### config.mk
export PLATFORM = sky130hd
export DESIGN_NAME = nn_call_sequencer
export DESIGN_NICKNAME = d
export VERILOG_FILES = /design/src/rtl/nn_call_sequencer.sv
export SDC_FILE = /design/constraint.sdc
export NUM_CORES = 1
export LEC_CHECK = 0
export CORE_UTILIZATION = 42
export DETAILED_ROUTE_END_ITERATION = 12
export GPL_ROUTABILITY_DRIVEN = 0
export MAX_ROUTING_LAYER = met4
export PLACE_DENSITY = 0.79
export SLEW_MARGIN = 20
export SYNTH_ARGS = -nofsm -noshare
export SYNTH_HDL_FRONTEND = slang
export SYNTH_SLANG_ARGS = --single-unit
### constraint.sdc
create_clock -name clk_1 -period 3.8 [get_ports clk_1]
set_input_delay 1.14 -clock clk_1 [delete_from_list [all_inputs] [get_ports clk_1]]
set_output_delay 1.14 -clock clk_1 [all_outputs]
set_load 0.005 [all_outputs]
### src/rtl/nn_call_sequencer.sv
// Sequencer that launches one neural-network core call per control tick,
// holds the operands stable for the call, waits for the result with a
// timeout, and publishes a clamped result with a one-cycle valid pulse.
module nn_call_sequencer #(
    parameter int unsigned        PULSE_LEN = 2,
    parameter int unsigned        TIMEOUT   = 255,
    parameter logic signed [15:0] U_MIN     = 16'sh8001,
    parameter logic signed [15:0] U_MAX     = 16'sh7FFF
) (
    input  logic               clk_1,
    input  logic               ap_rst_n,
    input  logic               ce_1,
    input  logic               trig,
    input  logic signed [15:0] r_in,
    input  logic signed [15:0] pos_in,
    input  logic signed [15:0] vel_in,
    input  logic               clr_flags,
    output logic               ap_start,
    output logic               fc0_input_ap_vld,
    output logic signed [15:0] r,
    output logic signed [15:0] pos,
    output logic signed [15:0] vel,
    input  logic               ap_done,
    input  logic               ap_idle,
    input  logic               layer13_out_ap_vld,
    input  logic signed [15:0] layer13_out,
    output logic signed [15:0] u_out,
    output logic               u_vld,
    output logic               busy,
    output logic               overrun,
    output logic               timeout,
    output logic               no_data
);

    localparam int unsigned PW = $clog2(PULSE_LEN + 1);
    localparam int unsigned TW = $clog2(TIMEOUT + 1);

    typedef enum logic [1:0] {StIdle, StLaunch, StWait, StDone} state_e;

    state_e               state_q, state_d;
    logic [PW-1:0]        pulse_cnt_q, pulse_cnt_d;
    logic [TW-1:0]        tmo_cnt_q, tmo_cnt_d;
    logic                 start_q, start_d;
    logic signed [15:0]   r_q, r_d, pos_q, pos_d, vel_q, vel_d;
    logic signed [15:0]   result_q, result_d;
    logic                 got_data_q, got_data_d;
    logic signed [15:0]   u_out_q, u_out_d;
    logic                 u_vld_q, u_vld_d;
    logic                 busy_q, busy_d;
    logic                 overrun_q, overrun_d;
    logic                 timeout_q, timeout_d;
    logic                 no_data_q, no_data_d;
    logic                 ovr_set, tmo_set, nod_set;

    function automatic logic signed [15:0] clamp(input logic signed [15:0] v);
        if (v > U_MAX) begin
            return U_MAX;
        end else if (v < U_MIN) begin
            return U_MIN;
        end
        return v;
    endfunction

    // Next-state logic; with ce_1 low every register holds its value.
    always_comb begin
        state_d     = state_q;
        pulse_cnt_d = pulse_cnt_q;
        tmo_cnt_d   = tmo_cnt_q;
        start_d     = start_q;
        r_d         = r_q;
        pos_d       = pos_q;
        vel_d       = vel_q;
        result_d    = result_q;
        got_data_d  = got_data_q;
        u_out_d     = u_out_q;
        u_vld_d     = u_vld_q;
        ovr_set     = 1'b0;
        tmo_set     = 1'b0;
        nod_set     = 1'b0;
        if (ce_1) begin
            u_vld_d = 1'b0;
            unique case (state_q)
                StIdle: begin
                    if (trig) begin
                        if (ap_idle) begin
                            r_d         = r_in;
                            pos_d       = pos_in;
                            vel_d       = vel_in;
                            pulse_cnt_d = PW'(PULSE_LEN);
                            start_d     = 1'b1;
                            state_d     = StLaunch;
                        end else begin
                            ovr_set = 1'b1;
                        end
                    end
                end
                StLaunch: begin
                    ovr_set = trig;
                    if (pulse_cnt_q <= PW'(1)) begin
                        start_d     = 1'b0;
                        pulse_cnt_d = '0;
                        tmo_cnt_d   = '0;
                        state_d     = StWait;
                    end else begin
                        pulse_cnt_d = pulse_cnt_q - 1'b1;
                    end
                end
                StWait: begin
                    ovr_set = trig;
                    if (layer13_out_ap_vld) begin
                        result_d   = layer13_out;
                        got_data_d = 1'b1;
                    end
                    // Same-cycle vld+done uses this cycle's data via the _d values.
                    if (ap_done) begin
                        state_d = StDone;
                        if (got_data_d) begin
                            u_out_d = clamp(result_d);
                            u_vld_d = 1'b1;
                        end else begin
                            nod_set = 1'b1;
                        end
                    end else begin
                        tmo_cnt_d = tmo_cnt_q + 1'b1;
                        if (tmo_cnt_d == TW'(TIMEOUT)) begin
                            tmo_set    = 1'b1;
                            tmo_cnt_d  = '0;
                            got_data_d = 1'b0;
                            state_d    = StIdle;
                        end
                    end
                end
                StDone: begin
                    ovr_set    = trig;
                    got_data_d = 1'b0;
                    state_d    = StIdle;
                end
                default: state_d = StIdle;
            endcase
        end
        busy_d    = (state_d != StIdle);
        // Set beats clear when both land in the same cycle.
        overrun_d = ovr_set | (overrun_q & ~(ce_1 & clr_flags));
        timeout_d = tmo_set | (timeout_q & ~(ce_1 & clr_flags));
        no_data_d = nod_set | (no_data_q & ~(ce_1 & clr_flags));
    end

    // State and registered outputs; reset drops ap_start immediately.
    always_ff @(posedge clk_1 or negedge ap_rst_n) begin
        if (!ap_rst_n) begin
            state_q     <= StIdle;
            pulse_cnt_q <= '0;
            tmo_cnt_q   <= '0;
            start_q     <= 1'b0;
            r_q         <= '0;
            pos_q       <= '0;
            vel_q       <= '0;
            result_q    <= '0;
            got_data_q  <= 1'b0;
            u_out_q     <= '0;
            u_vld_q     <= 1'b0;
            busy_q      <= 1'b0;
            overrun_q   <= 1'b0;
            timeout_q   <= 1'b0;
            no_data_q   <= 1'b0;
        end else begin
            state_q     <= state_d;
            pulse_cnt_q <= pulse_cnt_d;
            tmo_cnt_q   <= tmo_cnt_d;
            start_q     <= start_d;
            r_q         <= r_d;
            pos_q       <= pos_d;
            vel_q       <= vel_d;
            result_q    <= result_d;
            got_data_q  <= got_data_d;
            u_out_q     <= u_out_d;
            u_vld_q     <= u_vld_d;
            busy_q      <= busy_d;
            overrun_q   <= overrun_d;
            timeout_q   <= timeout_d;
            no_data_q   <= no_data_d;
        end
    end

    assign ap_start         = start_q;
    assign fc0_input_ap_vld = start_q;
    assign r                = r_q;
    assign pos              = pos_q;
    assign vel              = vel_q;
    assign u_out            = u_out_q;
    assign u_vld            = u_vld_q;
    assign busy             = busy_q;
    assign overrun          = overrun_q;
    assign timeout          = timeout_q;
    assign no_data          = no_data_q;

endmodule

==> out/results.tsv <==
stage	metric	value	unit
global_route	largest net degree at the start of global routing	54	
clock_network	CTS sink count	99	
sta	max-slew violation count	0	
sta	Fin Clk Skew	0.0105	ns
global_route	Total GRT Usage	19.9	%
clock_network	# hold bufs at CTS	0	
floorplanning	Die Wd	103	um
worst_hold_path	Hold Crit Class	reg2reg	
worst_setup_path	Max FO, Critical Path	11	
sta	period utilization	71.4	%
synthesis	Synth Area in Compound Gates	7.18	%
synthesis	Synth area leader	dfrtp_1	
floorplanning	CORE AREA	9820	um2
cells_and_area	most frequent cells in the layout	141 x clkdlybuf4s50_1, 99 x dfrtp_1, 64 x mux2_2	
worst_setup_path	Worst Setup Start Kind	primary input	
clock_network	post-CTS setup buffers	0	
clock_network	CTS tree	yes	
status	outcome	completed	
sta	Worst-Margin Slew	0.600	ns
sta	final hold violations	0	
worst_setup_path	CP Data Required Time	4.05	ns
floorplanning	# rows	36	
worst_setup_path	Worst Setup Path Type	in2reg	
cells_and_area	layout cells sized above 1	19.8	%
global_route	number of global-route vias before repair	3146	
routing	initial drt markers	61	
global_route	total grt overflow	0	
power_and_ir_drop	Peak VDD IR	0.000390	V
synthesis	mapped cell area	4270	um2
synthesis	Top FF cell, synth	dfrtp_1	
routing	routed len/inst	15.8	um
synthesis	Syn Inst Count	338	
place	hpwl dp	7100	um
synthesis	post-synthesis mux area share	20.4	%
routing	Routed Antenna Nets	0	
cells_and_area	ANT cells	0	
worst_setup_path	WP data arrival	2.96	ns
synthesis	fraction of registers with async set/reset	100	%
power_and_ir_drop	Leak Pwr	2.53	nW
sta	Final Worst Setup Slack	1.09	ns
worst_setup_path	CP Cell Sequence	clkdlybuf4s50_1 -> nand3_1 -> buf_4 -> mux2_2	
synthesis	Syn Nets	412	
clock_network	CTS clk-pin slew, worst paths	0.09	ns
cells_and_area	NumNets Final	554	
routing	Pre-antenna DRT Iters	4	
sta	Min Clock Period, post-route	2.71	ns
synthesis	Yosys top cell area share	58.0	%
cells_and_area	fillers	833	
clock_network	total CTS buffers	9	
worst_setup_path	CP max stage delay	0.76	ns
routing	via count	3109	
clock_network	H-tree Lvls	3	
synthesis	post-synthesis register bit count	99	
synthesis	largest family of logic cells by synthesized area	multiplexers	
global_route	first-pass GRT wire length	15500	um
clock_network	CTS root buffer	clkbuf_8	
worst_setup_path	CP max stage cell	clkdlybuf4s50_1	
cells_and_area	most common cell after layout, fill and taps aside	clkdlybuf4s50_1	
sta	# setup viols final	0	
synthesis	post-synthesis simple-gate area fraction	11.0	%
routing	Remaining DRCs	0	
synthesis	synth top area cells	dfrtp_1 58%, mux2_2 17%, mux2i_1 3.5%	
floorplanning	I/O pin count	143	
routing	vias per cell	5.03	
floorplanning	Initial Util	43.5	%
synthesis	Yosys cell types	39	
synthesis	Post-synth EDFFs	0	
floorplanning	die area	10600	um2
floorplanning	chip height	103	um
sta	relative slew slack	59.7	%
clock_network	clk buf depth	2	
synthesis	Post-Synth Adder-Cell Area	0.586	%
job	Max-Cap Viols	0	
power_and_ir_drop	power per cell area	696	nW/um2
place	worst slack at placement	0.682	ns
routing	Detailed Route WL	9760	um
sta	RSZ-0062 raised after global routing	false	
worst_setup_path	critical path endpoint category	flop	
synthesis	XOR/XNOR Fraction of Synth Area	0.615	%
global_route	initial antenna violation count	0	
place	PortBufs	142	
clock_network	PostCTS Resize Cnt	0	
synthesis	Synth Warn #	0	
clock_network	clock latency on the worst-skew pair	0.37	ns
synthesis	Seq/Total Area, Yosys	58.0	%
synthesis	post-synthesis average cell area	12.6	um2
sta	setup TNS	0	ns
sta	final hold slack	0.485	ns
sta	fmax	369	MHz
cells_and_area	Layout Area Growth over Synthesis	41.7	%
## layer usage
metal | GRT usage (%) | vias up | routed length, um
met5 | - | - | 0
met4 | 8.56 | 0 | 167
met3 | 3.53 | 14 | 398
met2 | 31.8 | 73 | 5140
met1 | 24.9 | 1530 | 4050
li1 | - | 1492 | -
## cell families (layout without fill, tap and decap cells)
group / after synthesis / in the layout
multiplexers: 79 / 79
AND/OR/NAND/NOR: 88 / 88
flip-flops: 99 / 99
XOR/XNOR: 3 / 3
buffers and inverters: 19 / 166
adder cells (fa/ha/maj): 2 / 2
AO/OA/AOI/OAI: 48 / 48
## flip-flops by register name, indices dropped and copies added, names as in the netlist
register     flops
ap_start         1
busy             1
got_data_q       1
no_data          1
overrun          1
pos             16
pulse_cnt_q      2
r               16
result_q        16
state_q          2
timeout          1
tmo_cnt_q        8
u_out           16
u_vld            1
vel             16
## Yosys cell counts (4+ instances only)
cell type,number
mux2_2,64
o21ai_1,5
o211ai_2,4
o21ai_0,9
a21oi_1,20
mux2i_1,15
nand3_1,9
nor2_1,23
dfrtp_1,99
nand2_1,24
buf_2,14
## report_power, final
group	switching, mW	total [mW]	internal [mW]
sequential	0.308	1.84	1.53
clock	0.364	0.758	0.394
combinational	0.537	1.61	1.07
total	1.21	4.21	3.00
## cell type report
cell class | count | area, um2 | share of cell area (%)
clock inverter | 5 | 85.1 | 1.41
sequential | 99 | 2480 | 40.9
tap | 133 | 166 | 2.75
timing repair buffer | 147 | 1470 | 24.3
clock buffer | 11 | 141 | 2.34
multi-input combinational | 220 | 1700 | 28.1
inverter | 3 | 11.3 | 0.186
## critical path: cells and delay by family
kind                   cells  cell delay (ns)
buffers and inverters      2             1.08
AND/OR/NAND/NOR            1             0.46
multiplexers               1             0.27
## path summary, 6_finish.rpt
path	start	endpoint	slack [ns]	cells after the start
worst min-delay path	timeout	timeout	0.49	2
worst max-delay path	layer13_out_ap_vld	result_q[0]	1.09	4
worst min register to register	timeout	timeout	0.49	2
worst max register to register	tmo_cnt_q[0]	got_data_q	1.72	6
min in group asynchronous	ap_rst_n	r[5]	0.77	1
max in group asynchronous	ap_rst_n	vel[9]	2.31	2
## metrics by stage
step	instances	util (%)	area, um2	total power [mW]
after floorplan	338	-	4270	2.48
after global placement	602	59.3	5820	3.41
after detailed placement	602	59.3	5820	3.50
after CTS	618	61.6	6050	4.26
after global routing	618	61.6	6050	4.50
final	618	61.6	6050	4.21
Note: power is estimated with default switching activity, not from simulation.
==> RTL edit 1, RTL diff (same flow settings) <==
Set the parameter `TIMEOUT` to 510 (it was 255).
--- a/src/rtl/nn_call_sequencer.sv
+++ b/src/rtl/nn_call_sequencer.sv
@@ -3,7 +3,7 @@
 // timeout, and publishes a clamped result with a one-cycle valid pulse.
 module nn_call_sequencer #(
     parameter int unsigned        PULSE_LEN = 2,
-    parameter int unsigned        TIMEOUT   = 255,
+    parameter int unsigned        TIMEOUT   = 510,
     parameter logic signed [15:0] U_MIN     = 16'sh8001,
     parameter logic signed [15:0] U_MAX     = 16'sh7FFF
 ) (
Function: same outputs for any inputs over 4 cycles, from zero or initial values and one cycle with ap_rst_n low; that may be too few to reach the edited logic, so the function may still have changed.
==> RTL edit 1 against the unedited design <==
Cell area grew 0.87%; setup slack lost 0.13 ns; synthesized cell count grew 0.59%; sequential cell count grew 1; synthesized area grew 1.8%; power shrank 1.9%; hold slack gained 0.011 ns; routed wire length shrank 0.27%.
==> RTL edit 1: results (changes against the unedited design) <==
| Metric | Value |
|---|---|
| Vias in the first global route | 3269 (was 3146) |
| Slowest CP cell | clkdlybuf4s50_1 (unchanged) |
| Register area share after synthesis | 57.6% (was 58.0%) |
| Post-DP Area | 5910 um2 (was 5820 um2) |
| Clock Latency Late Sink | 0.35 ns (was 0.37 ns) |
| 1st-iter DRT viols | 124 (was 61) |
| Clk_skew | 0.0142 ns (was 0.0105 ns) |
| Detailed placer's ending HPWL | 7210 um (was 7100 um) |
| Share of layout cells above drive strength 1 | 19.5% (was 19.8%) |
| Nets | 557 (was 554) |
| Global-route wire length before repair | 16200 um (was 15500 um) |
| Reg2reg end | busy$_DFF_PN0_ (was got_data_q$_DFFE_PN0P_) |
| Synth top cells by count | dfrtp_1 (100), mux2_2 (61), nor2_1 (23) (was dfrtp_1 (99), mux2_2 (64), nand2_1 (24)) |
| Worst Path Max Fanout | 40 (was 11) |
| Reg2Reg Depth | 7 (was 6) |
| Hold depth | 1 (was 2) |
| VDD IR-drop max | 0.000353 V (was 0.000390 V) |
| Yosys cell types | 49 (was 39) |
| GRT Total Usage | 19.2% (was 19.9%) |
| Post-CTS setup buffers | 0 (unchanged) |
| Worst Max-Slew Pin Slew | 0.606 ns (was 0.600 ns) |
| Area contributors post-synth | dfrtp_1 (58%), mux2_2 (16%), mux2i_1 (3.5%) (was dfrtp_1 (58%), mux2_2 (17%), mux2i_1 (3.5%)) |
| Largest net degree at the start of global routing | 55 (was 54) |
| Worst Hold Class | flop to flop (unchanged) |
| HP Start | u_vld$_DFFE_PN0P_ (was timeout$_DFF_PN0_) |
| WL per Instance | 15.7 um (was 15.8 um) |
| Synthesized Nets | 414 (was 412) |
| Static Leak | 2.54 nW (was 2.53 nW) |
| Worst Path Arrival | 3.07 ns (was 2.96 ns) |
| Fillers | 816 (was 833) |
| Status | finished, final reports clean (unchanged) |
| CP max stage delay | 0.69 ns (was 0.76 ns) |
| Via count | 3133 (was 3109) |
| R2R setup slack | 1.63 ns (was 1.72 ns) |
-- RTL edit 1: final cells by class --
type,count,area share (%)
Clock inverter,5,1.03
Inverter,6,0.369
Sequential cell,100,41.0
Timing Repair Buffer,148,24.2
Multi-Input combinational cell,218,28.6
Tap cell,133,2.73
Clock buffer,10,2.09
-- RTL edit 1: cells by family (layout without fill, tap and decap cells) --
group / after synthesis / in the layout / synth area share, %
flip-flops: 100 / 100 / 57.6
AND/OR/NAND/NOR: 82 / 82 / 10.2
multiplexers: 80 / 80 / 20.3
AO/OA/AOI/OAI: 53 / 53 / 8.15
buffers and inverters: 22 / 169 / 2.53
adder cells (fa/ha/maj): 2 / 2 / 0.576
XOR/XNOR: 1 / 1 / 0.633
-- RTL edit 1: worst max-delay path by stage --
stage          from                       end  slack, ns
3_5_place_dp   ce_1         r[11]$_DFFE_PN0P_       0.60
4_1_cts        ce_1         r[11]$_DFFE_PN0P_       0.97
2_1_floorplan  ce_1  tmo_cnt_q[5]$_DFFE_PN0P_       1.49
3_3_place_gp   ce_1          r[7]$_DFFE_PN0P_       0.68
5_1_grt        ce_1          r[3]$_DFFE_PN0P_       0.84
6_report       ce_1         r[11]$_DFFE_PN0P_       0.96
-- RTL edit 1: layer usage --
metal  track usage, %  routed length, um  up-vias
met5                -                  0        -
met2             32.9               4910       91
met3             3.34                414       10
met4             4.80                 88        0
met1             23.7               4320     1528
li1                 -                  -     1504
-- RTL edit 1: report_power, final --
group | switching (mW) | internal, mW | total (mW)
sequential | 0.320 | 1.54 | 1.86
clock | 0.358 | 0.305 | 0.663
combinational | 0.536 | 1.07 | 1.61
-- RTL edit 1: worst register-to-register path: stages (launching register included) --
cell	delay, ns
dfrtp_1	0.50
ha_1	0.41
and2b_1	0.21
a21oi_1	0.05
o21ai_1	0.38
nand3_2	0.21
nor2_2	0.15
o211ai_1	0.12
-- RTL edit 1: stage by stage --
| step | setup slack (ns) | power, mW | hold WS [ns] | utilization [%] | instances |
|---|---|---|---|---|---|
| after global placement | 0.677 | 3.42 | 0.464 | 59.7 | 605 |
| final | 0.963 | 4.13 | 0.497 | 61.6 | 620 |
| after detailed placement | 0.603 | 3.50 | 0.476 | 59.7 | 605 |
| after global routing | 0.838 | 4.40 | 0.524 | 61.6 | 620 |
| after floorplan | 1.49 | 2.49 | 0.440 | - | 340 |
| after CTS | 0.972 | 4.18 | 0.500 | 61.6 | 620 |
==> RTL edit 2, RTL diff (same settings) <==
Made on the original files. Make the reset (`ap_rst_n`) synchronous in one clocked block.
--- a/src/rtl/nn_call_sequencer.sv
+++ b/src/rtl/nn_call_sequencer.sv
@@ -146,7 +146,7 @@
     end
 
     // State and registered outputs; reset drops ap_start immediately.
-    always_ff @(posedge clk_1 or negedge ap_rst_n) begin
+    always_ff @(posedge clk_1) begin
         if (!ap_rst_n) begin
             state_q     <= StIdle;
             pulse_cnt_q <= '0;
Check against the original RTL: differs if ap_rst_n is asserted again (counterexample within 4 cycles, from zero or initial values and one cycle with ap_rst_n low); with ap_rst_n held inactive, the same outputs for 4 cycles.
==> RTL edit 2 against the unedited design <==
Clock skew grew 0.0072 ns; cell area down 5.4%; routed wire length grew 7.8%; highest routed layer unchanged; synthesized area shrank 6.3%; sequential share of layout area fell by 6.3 points; global-route usage grew 2.3 points; sequential cell count did not move; setup slack gained 0.15 ns; largest cell class unchanged.
Power is not compared: it rests on default switching activity, and its combinational part moved more than twofold at a synthesized area within 25%.
==> RTL edit 2: results (changes against the unedited design) <==
| Metric | Value |
|---|---|
| Status | finished, final reports clean (unchanged) |
| VDD IR-drop max | 0.000185 V |
| Worst Path Arrival | 2.84 ns (was 2.96 ns) |
| Final WL | 10500 um (was 9760 um) |
| Top FF cell, synth | dfxtp_1 (was dfrtp_1) |
| Global-route wire length before repair | 17200 um (was 15500 um) |
| Area contributors post-synth | dfxtp_1 (50%), nand2_1 (13%), a21oi_1 (9.6%) (was dfrtp_1 (58%), mux2_2 (17%), mux2i_1 (3.5%)) |
| Detailed placer's ending HPWL | 7340 um (was 7100 um) |
| Worst Max-Slew Pin Slew | 0.744 ns (was 0.600 ns) |
| Share of layout cells above drive strength 1 | 5.30% (was 19.8%) |
| CTS Buffer Depth | 2 (unchanged) |
| Post-DP Area | 5500 um2 (was 5820 um2) |
| WL per Instance | 14.0 um (was 15.8 um) |
| Fillers | 796 (was 833) |
| Hold Slack | 0.456 ns (was 0.485 ns) |
| Ys async rst share | 0% (was 100%) |
| Worst Path Max Fanout | 33 (was 11) |
| Post-route worst setup slack | 1.24 ns (was 1.09 ns) |
| I/O Buffers | 142 (unchanged) |
| Largest net degree at the start of global routing | 58 (was 54) |
| DP Cell Count | 736 (was 602) |
| Worst Hold Class | flop to flop (unchanged) |
| Register area share after synthesis | 49.5% (was 58.0%) |
| DP Worst Slack | 0.857 ns (was 0.682 ns) |
| R2R setup slack | 1.50 ns (was 1.72 ns) |
| CP max stage delay | 0.49 ns (was 0.76 ns) |
| Synthesized Nets | 566 (was 412) |
| Nets | 692 (was 554) |
| GRT Total Usage | 22.2% (was 19.9%) |
| Clk_skew | 0.0178 ns (was 0.0105 ns) |
| Synth top cells by count | nand2_1 (142), dfxtp_1 (99), a21oi_1 (77) (was dfrtp_1 (99), mux2_2 (64), nand2_1 (24)) |
| Yosys cell types | 44 (was 39) |
| Syn Inst Count | 492 (was 338) |
| Vias per inst | 5.10 (was 5.03) |
| 1st-iter DRT viols | 138 (was 61) |
| Clk slew on worst S/H paths | 0.11 ns (was 0.09 ns) |
| Vias in the first global route | 3729 (was 3146) |
==> RTL edit 2: cell types whose count changed after synthesis, moves of 16 or more <==
cell and change:
nand2_1 +118, dfrtp_1 -99, dfxtp_1 +99, mux2_2 -64, a21oi_1 +57, a211oi_1 +16
==> RTL edit 2: per-layer routing <==
layer  vias to the layer above  share of wire (%)  GRT usage [%]
met5                         -                  0              -
met4                         0                1.4           5.77
met3                        16                6.4           6.68
met2                       121                 47           35.7
met1                      1771                 45           27.2
li1                       1927                  -              -
==> RTL edit 2: area by class of cell <==
cell class                 instances  area, um2  area share [%]
sequential                        99       1980            34.6
multi-input combinational        352       1840            32.2
timing repair buffer             150       1490            26.1
tap                              129        161            2.82
clock buffer                      10        138            2.41
clock inverter                     6       81.3            1.42
inverter                           6       22.5           0.394
==> RTL edit 2: worst min-delay path: stages, from the launching register on <==
cell and delay, ns:
dfxtp_1 0.32, nand2_1 0.05, a21oi_1 0.05
==> RTL edit 2: logic make-up after synthesis <==
group	count (synthesis)	share of synthesized area, %
AO/OA/AOI/OAI	118	17.5
XOR/XNOR	2	0.438
adder cells (fa/ha/maj)	2	0.625
flip-flops	99	49.5
multiplexers	16	4.00
AND/OR/NAND/NOR	214	23.3
buffers and inverters	41	4.66
==> RTL edit 2: worst paths after layout <==
kind | endpoint | cells past startpoint | startpoint
worst max-delay path | u_out[10]$_SDFFE_PN0P_ | 7 | ce_1
worst max register to register | result_q[7]$_SDFFE_PN0P_ | 4 | state_q[1]$_SDFF_PN0_
worst min register to register | r[1]$_SDFFE_PN0P_ | 2 | r[1]$_SDFFE_PN0P_
worst min-delay path | r[1]$_SDFFE_PN0P_ | 2 | r[1]$_SDFFE_PN0P_
